File: config.mk
export PLATFORM = sky130hd
export DESIGN_NAME = pio_input_event_reporter
export DESIGN_NICKNAME = d
export VERILOG_FILES = /design/src/rtl/pio_input_event_reporter.sv
export SDC_FILE = /design/constraint.sdc
export NUM_CORES = 1
export LEC_CHECK = 0
export CORE_ASPECT_RATIO = 1.2
export CORE_UTILIZATION = 36
export DETAILED_ROUTE_END_ITERATION = 12
export GPL_ROUTABILITY_DRIVEN = 1
export GPL_TIMING_DRIVEN = 0
export PLACE_DENSITY = 0.5
export SLEW_MARGIN = 15
export SYNTH_ARGS = -nofsm -noshare
export SYNTH_HDL_FRONTEND = slang
export SYNTH_SLANG_ARGS = --single-unit
File: constraint.sdc
create_clock -name clk -period 43.6 [get_ports clk]
set_input_delay 8.72 -clock clk [delete_from_list [all_inputs] [get_ports clk]]
set_output_delay 8.72 -clock clk [all_outputs]
set_load 0.02 [all_outputs]
File: src/rtl/pio_input_event_reporter.sv
// Key/switch synchroniser + debouncer and key-press event FIFO for the host-read PIOs.
// Define PIO_INPUT_SW_DEBOUNCE_EN to debounce the slide switches as well.
module pio_input_event_reporter #(
  parameter int NUM_KEYS        = 4,
  parameter int NUM_SW          = 18,
  parameter int DEBOUNCE_CYCLES = 500000,
  parameter int TICK_CYCLES     = 50000,
  parameter int FIFO_DEPTH      = 8
) (
  input  logic                clk,
  input  logic                reset,
  input  logic [NUM_KEYS-1:0] key_n_i,
  input  logic [NUM_SW-1:0]   sw_i,
  input  logic [31:0]         host_ctrl_i,
  output logic [31:0]         status_o,
  output logic [31:0]         event_o
);

  localparam int CW = $clog2(DEBOUNCE_CYCLES + 1);
  localparam int TW = (TICK_CYCLES > 1) ? $clog2(TICK_CYCLES) : 1;
  localparam int AW = (FIFO_DEPTH > 1) ? $clog2(FIFO_DEPTH) : 1;
  localparam int NW = AW + 1;
  localparam logic [CW-1:0] DB_LAST = CW'(DEBOUNCE_CYCLES - 1);
  localparam logic [TW-1:0] TK_LAST = TW'(TICK_CYCLES - 1);
  localparam logic [NW-1:0] DEPTH   = NW'(FIFO_DEPTH);

  logic [NUM_KEYS-1:0]         key_s1_q, key_s1_d;
  logic [NUM_KEYS-1:0]         key_s2_q, key_s2_d;
  logic [NUM_KEYS-1:0]         key_acc_q, key_acc_d;
  logic [NUM_KEYS-1:0]         key_prev_q, key_prev_d;
  logic [NUM_KEYS-1:0][CW-1:0] key_cnt_q, key_cnt_d;
  logic [NUM_SW-1:0]           sw_s1_q, sw_s1_d;
  logic [NUM_SW-1:0]           sw_s2_q, sw_s2_d;
  logic [NUM_SW-1:0]           sw_view;
  logic [TW-1:0]               tick_q, tick_d;
  logic [15:0]                 ts_q, ts_d;
  logic [5:0]                  seq_q, seq_d;
  logic                        ovf_q, ovf_d;
  logic [FIFO_DEPTH-1:0][25:0] mem_q, mem_d;
  logic [AW-1:0]               rd_q, rd_d;
  logic [AW-1:0]               wr_q, wr_d;
  logic [NW-1:0]               cnt_q, cnt_d;
  logic [1:0]                  host_q, host_d;
  logic [31:0]                 status_q, status_d;
  logic [31:0]                 event_q, event_d;

  logic [NUM_KEYS-1:0] press;
  logic [3:0]          mask4;
  logic [3:0]          keys4;
  logic [3:0]          cnt4;
  logic [17:0]         sw18;
  logic [25:0]         head;
  logic                pop_req;
  logic                flush;
  logic                full;
  logic                do_pop;
  logic                do_push;
  logic                unused_host;

  assign unused_host = ^host_ctrl_i[31:2];

  always_comb begin
    key_s1_d   = key_n_i;
    key_s2_d   = key_s1_q;
    sw_s1_d    = sw_i;
    sw_s2_d    = sw_s1_q;
    key_prev_d = key_acc_q;
    key_acc_d  = key_acc_q;
    key_cnt_d  = key_cnt_q;
    for (int k = 0; k < NUM_KEYS; k++) begin
      if (key_s2_q[k] == key_acc_q[k]) begin
        key_cnt_d[k] = '0;
      end else if (key_cnt_q[k] == DB_LAST) begin
        key_acc_d[k] = key_s2_q[k];
        key_cnt_d[k] = '0;
      end else begin
        key_cnt_d[k] = key_cnt_q[k] + 1'b1;
      end
    end
  end

`ifdef PIO_INPUT_SW_DEBOUNCE_EN
  logic [NUM_SW-1:0]         sw_acc_q, sw_acc_d;
  logic [NUM_SW-1:0][CW-1:0] sw_cnt_q, sw_cnt_d;

  always_comb begin
    sw_acc_d = sw_acc_q;
    sw_cnt_d = sw_cnt_q;
    for (int s = 0; s < NUM_SW; s++) begin
      if (sw_s2_q[s] == sw_acc_q[s]) begin
        sw_cnt_d[s] = '0;
      end else if (sw_cnt_q[s] == DB_LAST) begin
        sw_acc_d[s] = sw_s2_q[s];
        sw_cnt_d[s] = '0;
      end else begin
        sw_cnt_d[s] = sw_cnt_q[s] + 1'b1;
      end
    end
  end

  always_ff @(posedge clk or posedge reset) begin
    if (reset) begin
      sw_acc_q <= '0;
      sw_cnt_q <= '0;
    end else begin
      sw_acc_q <= sw_acc_d;
      sw_cnt_q <= sw_cnt_d;
    end
  end

  assign sw_view = sw_acc_q;
`else
  assign sw_view = sw_s2_q;
`endif

  // A press is a released->pressed transition of the accepted level.
  assign press   = key_prev_q & ~key_acc_q;
  assign pop_req = host_ctrl_i[0] ^ host_q[0];
  assign flush   = host_ctrl_i[1] & ~host_q[1];
  assign full    = (cnt_q == DEPTH);
  assign do_pop  = pop_req & (cnt_q != '0);
  assign do_push = (|press) & (~full | do_pop);
  assign head    = mem_q[rd_q];

  always_comb begin
    mask4 = '0;
    mask4[NUM_KEYS-1:0] = press;
    host_d = host_ctrl_i[1:0];
    tick_d = tick_q + 1'b1;
    ts_d   = ts_q;
    if (tick_q == TK_LAST) begin
      tick_d = '0;
      ts_d   = ts_q + 16'd1;
    end
    mem_d = mem_q;
    rd_d  = rd_q;
    wr_d  = wr_q;
    cnt_d = cnt_q;
    seq_d = seq_q;
    ovf_d = ovf_q;
    // Flush beats any push or pop landing in the same cycle.
    if (flush) begin
      rd_d  = '0;
      wr_d  = '0;
      cnt_d = '0;
      ovf_d = 1'b0;
    end else begin
      if (do_pop) begin
        rd_d = rd_q + 1'b1;
      end
      if (do_push) begin
        mem_d[wr_q] = {seq_q, mask4, ts_q};
        wr_d  = wr_q + 1'b1;
        seq_d = seq_q + 6'd1;
      end else if (|press) begin
        ovf_d = 1'b1;
      end
      cnt_d = cnt_q + NW'(do_push) - NW'(do_pop);
    end
  end

  always_comb begin
    keys4 = '0;
    keys4[NUM_KEYS-1:0] = ~key_acc_q;
    cnt4 = '0;
    cnt4[NW-1:0] = cnt_q;
    sw18 = '0;
    sw18[NUM_SW-1:0] = sw_view;
    status_d = {keys4, cnt4, ovf_q, 5'b0, sw18};
    if (cnt_q != '0) begin
      event_d = {1'b1, ovf_q, head[25:20], head[19:16], 4'b0, head[15:0]};
    end else begin
      event_d = {1'b0, ovf_q, 30'b0};
    end
  end

  always_ff @(posedge clk or posedge reset) begin
    if (reset) begin
      key_s1_q   <= '1;
      key_s2_q   <= '1;
      key_acc_q  <= '1;
      key_prev_q <= '1;
      key_cnt_q  <= '0;
      sw_s1_q    <= '0;
      sw_s2_q    <= '0;
      tick_q     <= '0;
      ts_q       <= '0;
      seq_q      <= '0;
      ovf_q      <= 1'b0;
      mem_q      <= '0;
      rd_q       <= '0;
      wr_q       <= '0;
      cnt_q      <= '0;
      host_q     <= '0;
      status_q   <= '0;
      event_q    <= '0;
    end else begin
      key_s1_q   <= key_s1_d;
      key_s2_q   <= key_s2_d;
      key_acc_q  <= key_acc_d;
      key_prev_q <= key_prev_d;
      key_cnt_q  <= key_cnt_d;
      sw_s1_q    <= sw_s1_d;
      sw_s2_q    <= sw_s2_d;
      tick_q     <= tick_d;
      ts_q       <= ts_d;
      seq_q      <= seq_d;
      ovf_q      <= ovf_d;
      mem_q      <= mem_d;
      rd_q       <= rd_d;
      wr_q       <= wr_d;
      cnt_q      <= cnt_d;
      host_q     <= host_d;
      status_q   <= status_d;
      event_q    <= event_d;
    end
  end

  assign status_o = status_q;
  assign event_o  = event_q;

endmodule

Yosys cells after proc, flatten, opt, wreduce, memory -nomap -nowiden

Index checks and enable logic that the tools add are counted.

Logic and storage cells: 105
Register bits after elaboration: 446
Memories: 0
Memory bits (read-only): 0
Latch bits: 0
Output and inout bits: 64
Input bits: 56
RAM bits: 0

Equal/unequal tests: 11
Bitwise logic cells: 14
Mux-type cells: 23
$lt $le $gt $ge: 3
Shift operators: 0
Divide/modulo/power cells: 0
Multiply operators: 0
$add $sub $neg: 11
Reductions and logical operators: 12

Operators with widths:

| cell                    | count |
|---|---|
| $bwmux W208             | 1 |
| $mux W19                | 8 |
| $bmux W26 S3            | 1 |
| $demux W26 S3           | 1 |
| $add A19 B1 Y19 const B | 4 |
| $eq A19 B19 Y1 const B  | 4 |
| $mux W26                | 2 |
| $add A16 B1 Y16 const B | 2 |
| $mux W32                | 1 |
| $eq A16 B16 Y1 const B  | 1 |
| $mux W16                | 1 |
| $mux W3                 | 4 |
| $reduce_and A2 Y1       | 6 |
| $lt A3 B4 Y1 const B    | 2 |
| $not A1 Y1              | 7 |
| $add A3 B1 Y3 const B   | 2 |
| $add A6 B1 Y6 const B   | 1 |
| $reduce_bool A2 Y1      | 3 |
| $add A4 B1 Y4           | 1 |
| $and A4 B4 Y4           | 1 |
| $eq A1 B1 Y1            | 4 |
| $eq A4 B4 Y1 const B    | 1 |
| $mux W4                 | 1 |
| $not A4 Y4              | 1 |
| other kinds (10)        | 14 |

Depth between registers and ports, before layout

Depth in word-level cells: 7
Mapped depth: 11
Depth with buffers taken out: 11

Least setup slack after synthesis

OpenSTA, ideal clock, no wires.

Kind: input to register
From: input host_ctrl_i[0]
To: register mem_q[156] in the netlist's numbering
Required time: 43,475 ps
Stages: 6
Path slack: 33,189 ps
Data arrival time: 10,286 ps
Buffers on the path: 1
Library setup time: 125 ps
Cells stage by stage: xnor2_1 o211ai_4 nand3_4 nor4b_4 buf_6 mux2_2

Longest elaborated chain between the ends: 5

Ends and longest elaborated chain:

| element                     | line | source |
|---|---|---|
| start, declared             | 14   | `input logic [31:0] host_ctrl_i,` |
| $xor A1 B1 Y1               | 118  | `assign pop_req = host_ctrl_i[0] ^ host_q[0];` |
| $and A1 B1 Y1               | 121  | `assign do_pop = pop_req & (cnt_q != '0);` |
| $or A1 B1 Y1                | 122  | `assign do_push = (\|press) & (~full \| do_pop);` |
| $and A1 B1 Y1               | 122  |  |
| $reduce_and A2 Y1 (no line) | -    |  |
| end signal, assigned        | 209  | `mem_q <= mem_d;` |
| end, declared               | 39   | `logic [FIFO_DEPTH-1:0][25:0] mem_q, mem_d;` |

No other way between the ends.
A chain may end at the register's enable or synchronous reset.

Final worst setup path

From: input host_ctrl_i[1]
To: register mem_q[119] in the netlist's numbering

Longest elaborated chain between the ends: 3

Ends and longest elaborated chain:

| element                     | line | source |
|---|---|---|
| $and A1 B1 Y1               | 119  | `assign flush = host_ctrl_i[1] & ~host_q[1];` |
| $not A1 Y1 (no line)        | -    |  |
| $reduce_and A2 Y1 (no line) | -    |  |

No other way between the ends.

==> out/qor.tcl <==
set qor(ys.flop_type) {sky130_fd_sc_hd__dfrtp_1}
set qor(power.total_mw) 0.920
set qor(initial_utilization_pct) 36.4
set qor(drt_iter0_drc) 514
set qor(post_synth_edffs) 0
set qor(status) {complete, no violations}
set qor(worstReg2RegStart) {cnt4[2]$_DFF_PP0_}
set qor(synth-seq-cells) 441
set qor(timing.max_cap.violations) 0
set qor(largest_net_degree_at_the_start_of_global_routing) 111
set qor(period_share_pct) 24.9
set qor(globalRoute.totalOverflow) 0
set qor(cts_post_setup_buffers_inserted) 0
set qor(mappedNetlistArea_mm2) 0.0183
set qor(num_io_pins) 120
set qor(clkTransAtPathRegs_ps) 60
set qor(synth_simple_gate_area_share_pct) 10.1
set qor(achievable-frequency_mhz) 92.2
set qor(crit_path_end_kind) {register}
set qor(grt_pass1_wl_mm) 64.3
set qor(fraction_of_registers_with_async_set_or_reset_after_synthesis_pct) 100
set qor(finalClockSkew_ps) 17.6
set qor(synth.yosys.seq_area_share_pct) 60.6
set qor(viasPerCell) 4.88
set qor(die-width_um) 208
set qor(timing.setup.critical_path_class) {in2reg}
set qor(detail_route.drc_violations) 0
set qor(tritoncts.num_buffers) 48
set qor(slew_violations) 0
set qor(average_cell_area_after_synthesis_um2) 13.5
set qor(drive_gt1_share_pct) 24.2
set qor(p_per_cell_area_mw_per_mm2) 42.8
set qor(yosys_warnings) 0
set qor(leakagePower_nw) 9.75
set qor(cts_buffer_depth) 3
set qor(detail_route.first_pass.iterations) 4
set qor(place.detailed.hpwl_mm) 25.4
set qor(final_antenna_net_count) 0
set qor(critPathLaunchType) {input pin}
set qor(cts_tree) {yes}
set qor(antenna_violations_before_repair) 0
set qor(grt_setup_unrepaired) {false}
set qor(reg2reg_to) {cnt4[2]$_DFF_PP0_}
set qor(finalCriticalPeriod_ps) 10850
set qor(synth_cell_types) 47
set qor(hold_class) {reg2reg}
set qor(cts_sinks) 441
set qor(tightestPinTransition_ps) 1100
set qor(post_detailed_routing_wire_length_mm) 39.1
set qor(die_h_um) 249
set qor(worst-path-max-fanout) 10
set qor(worst_ep_arrival_time_ps) 11300
set qor(area_added_between_synthesis_and_finish_pct) 17.8
set qor(clock_insertion_delay_worst_skew_ps) 580
set qor(cts_resized) 0
set qor(grtUsageTotal_pct) 15.8
set qor(hold_viol_final) 0
set qor(port-buffer-count) 80
set qor(grt_pass1_vias) 11139
set qor(worstSetupStartpoint) {host_ctrl_i[1]}
set qor(hold-path-cell-count) 0
set qor(final.setup.tns_ps) 0
set qor(wire_per_inst_um) 18.0
set qor(synth_mux_area_share_pct) 19.2
set qor(floorplan.die_area_mm2) 0.0516
set qor(worst_ep_required_time_ps) 44050
set qor(worst_ir_drop_vdd_uv) 24.5
set qor(insertedDiodeCount) 0
set qor(synth_top_family_by_area) {multiplexers}
set qor(rows) 90
set qor(hold_end) {sw18[0]$_DFF_PP0_}
set qor(ff2ff_path_depth) 10
set qor(synth-xor-area-share_pct) 5.37
set qor(synth_compound_gate_area_share_pct) 1.17
set qor(post_synth_fa_ha_maj_area_fraction_pct) 1.07
set qor(setup_violations) 0
set qor(clockRootBuffer) {sky130_fd_sc_hd__clkbuf_16}
set qor(synthesis.instances) 1348
set qor(nNetsFinal) 1562
set qor(postCtsHoldBufs) 0
set qor(reg_to_reg_slack_setup_ps) 40720
set qor(coreArea_mm2) 0.0502
set qor(gp_congestion) 0.738
set qor(slew_headroom_pct) 26.4
set qor(ctsHtreeMaxLevel) 2
set qor(min_from) {sw_s1_q[0]$_DFF_PP0_}
set qor(route.vias.total) 10590
## layout by cell type, fill, tap and decap left out, types with 7 or more instances in the layout
cell                              instances
sky130_fd_sc_hd__dfrtp_1                425
sky130_fd_sc_hd__mux2_2                 182
sky130_fd_sc_hd__nor2_1                 146
sky130_fd_sc_hd__clkdlybuf4s50_1         80
sky130_fd_sc_hd__nand2_1                 76
sky130_fd_sc_hd__xor2_1                  71
sky130_fd_sc_hd__clkbuf_1                56
sky130_fd_sc_hd__mux4_2                  52
sky130_fd_sc_hd__clkbuf_16               49
sky130_fd_sc_hd__nand3_1                 44
sky130_fd_sc_hd__xnor2_1                 41
sky130_fd_sc_hd__o21ai_0                 34
sky130_fd_sc_hd__nand4_1                 32
sky130_fd_sc_hd__mux2i_1                 28
sky130_fd_sc_hd__inv_1                   21
sky130_fd_sc_hd__nor3_1                  17
sky130_fd_sc_hd__buf_2                   16
sky130_fd_sc_hd__dfstp_2                 16
sky130_fd_sc_hd__buf_4                   15
sky130_fd_sc_hd__ha_1                    14
sky130_fd_sc_hd__buf_1                   12
sky130_fd_sc_hd__conb_1                   9
sky130_fd_sc_hd__nor4_1                   8
sky130_fd_sc_hd__and3_1                   7
sky130_fd_sc_hd__clkinv_2                 7
## area by class of cell
class	instances	area, um^2
flip-flops and latches	441	11100
fillers	4605	28700
multi-input cells	814	6770
repair buffers	85	926
clock inverters	12	120
well taps	644	806
clock buffers	74	1350
inverters	22	90.1
plain buffers	79	388
## cell families after synthesis
group	count (synthesis)
xor+xnor	112
mux	262
other cells	1
flops	441
buf+inv	101
fa+ha+maj	15
simple gates	377
compound gates	39
## sequential cells by signal, indices dropped and copies added, names as in the netlist, 6 cells and up
signal	cells
tick_q	16
sw_s1_q	18
key_cnt_q	76
seq_q	6
mem_q	208
event_o	27
status_o	27
sw18	18
ts_q	16
## how the worst max path moves through the flow
stage	end	slack, ps	depth (start not counted)
floorplan	cnt4[0]$_DFF_PP0_	22620	1
global placement	mem_q[124]$_DFFE_PP0P_	17050	2
detailed placement	mem_q[117]$_DFFE_PP0P_	32140	7
CTS	mem_q[119]$_DFFE_PP0P_	32740	7
global route	mem_q[119]$_DFFE_PP0P_	32550	7
finish	mem_q[119]$_DFFE_PP0P_	32750	7
## synth_stat cells, types with 3 or more instances
cell type                  number  share of area (%)
sky130_fd_sc_hd__a21oi_1        3              0.082
sky130_fd_sc_hd__buf_1         12               0.25
sky130_fd_sc_hd__or2_2          6               0.21
sky130_fd_sc_hd__mux2i_1       28                1.5
sky130_fd_sc_hd__and4_1         4               0.19
sky130_fd_sc_hd__mux4_2        52                6.4
sky130_fd_sc_hd__xnor2_1       41                2.0
sky130_fd_sc_hd__nand4_1       32                1.1
sky130_fd_sc_hd__dfstp_2       16                2.3
sky130_fd_sc_hd__nand4b_1       5               0.24
sky130_fd_sc_hd__clkbuf_1      34               0.70
sky130_fd_sc_hd__nor4_1         8               0.27
sky130_fd_sc_hd__nand2_1       76                1.6
sky130_fd_sc_hd__buf_2         16               0.44
sky130_fd_sc_hd__mux2_2       182                 11
sky130_fd_sc_hd__xor2_1        71                3.4
sky130_fd_sc_hd__dfrtp_1      425                 58
sky130_fd_sc_hd__nor4b_1        4               0.19
sky130_fd_sc_hd__nor2b_1        6               0.21
sky130_fd_sc_hd__and3_1         7               0.24
sky130_fd_sc_hd__nand3_1       44                1.2
sky130_fd_sc_hd__nor2_1       146                3.0
sky130_fd_sc_hd__buf_4         15               0.62
sky130_fd_sc_hd__nor3_1        17               0.47
sky130_fd_sc_hd__o21ai_0       34               0.93
sky130_fd_sc_hd__ha_1          14               0.96
sky130_fd_sc_hd__nand2b_1       6               0.21
sky130_fd_sc_hd__inv_1         22               0.45
## critical path: stages
cell                              delay, ps
sky130_fd_sc_hd__clkdlybuf4s50_1        500
sky130_fd_sc_hd__nor2b_1                390
sky130_fd_sc_hd__clkbuf_1               410
sky130_fd_sc_hd__nor3_1                  80
sky130_fd_sc_hd__nand4_1                300
sky130_fd_sc_hd__buf_2                  490
sky130_fd_sc_hd__mux2_2                 390
## power breakdown
group	leakage, nW	internal, mW	switching (mW)	total [mW]
Clock	0.716	0.224	0.162	0.386
Sequential	5.91	0.419	0.00492	0.424
Combinational	3.12	0.0416	0.0682	0.110
Total	9.75	0.685	0.235	0.920
## routing by layer
| metal | share of wire (%) | GRT usage [%] | vias up |
|---|---|---|---|
| li1 | - | - | 4918 |
| met5 | 0 | 0 | - |
| met2 | 50 | 26.9 | 135 |
| met3 | 3.1 | 2.87 | 60 |
| met4 | 2.6 | 5.12 | 0 |
| met1 | 44 | 20.5 | 5477 |
## metrics by stage
step                      utilization [%]  setup slack [ps]  hold WS [ps]  cells  instance area, um^2
after global routing                 42.8             32550           351   2171                21500
final                                42.8             32750           338   2171                21500
after detailed placement             39.9             32140           335   2085                20000
after CTS                            42.8             32740           343   2171                21500
after floorplan                         -             22620           331   1356                18300
after global placement               39.6             17050           331   2080                19900
Power figures use the tool's default switching activity.
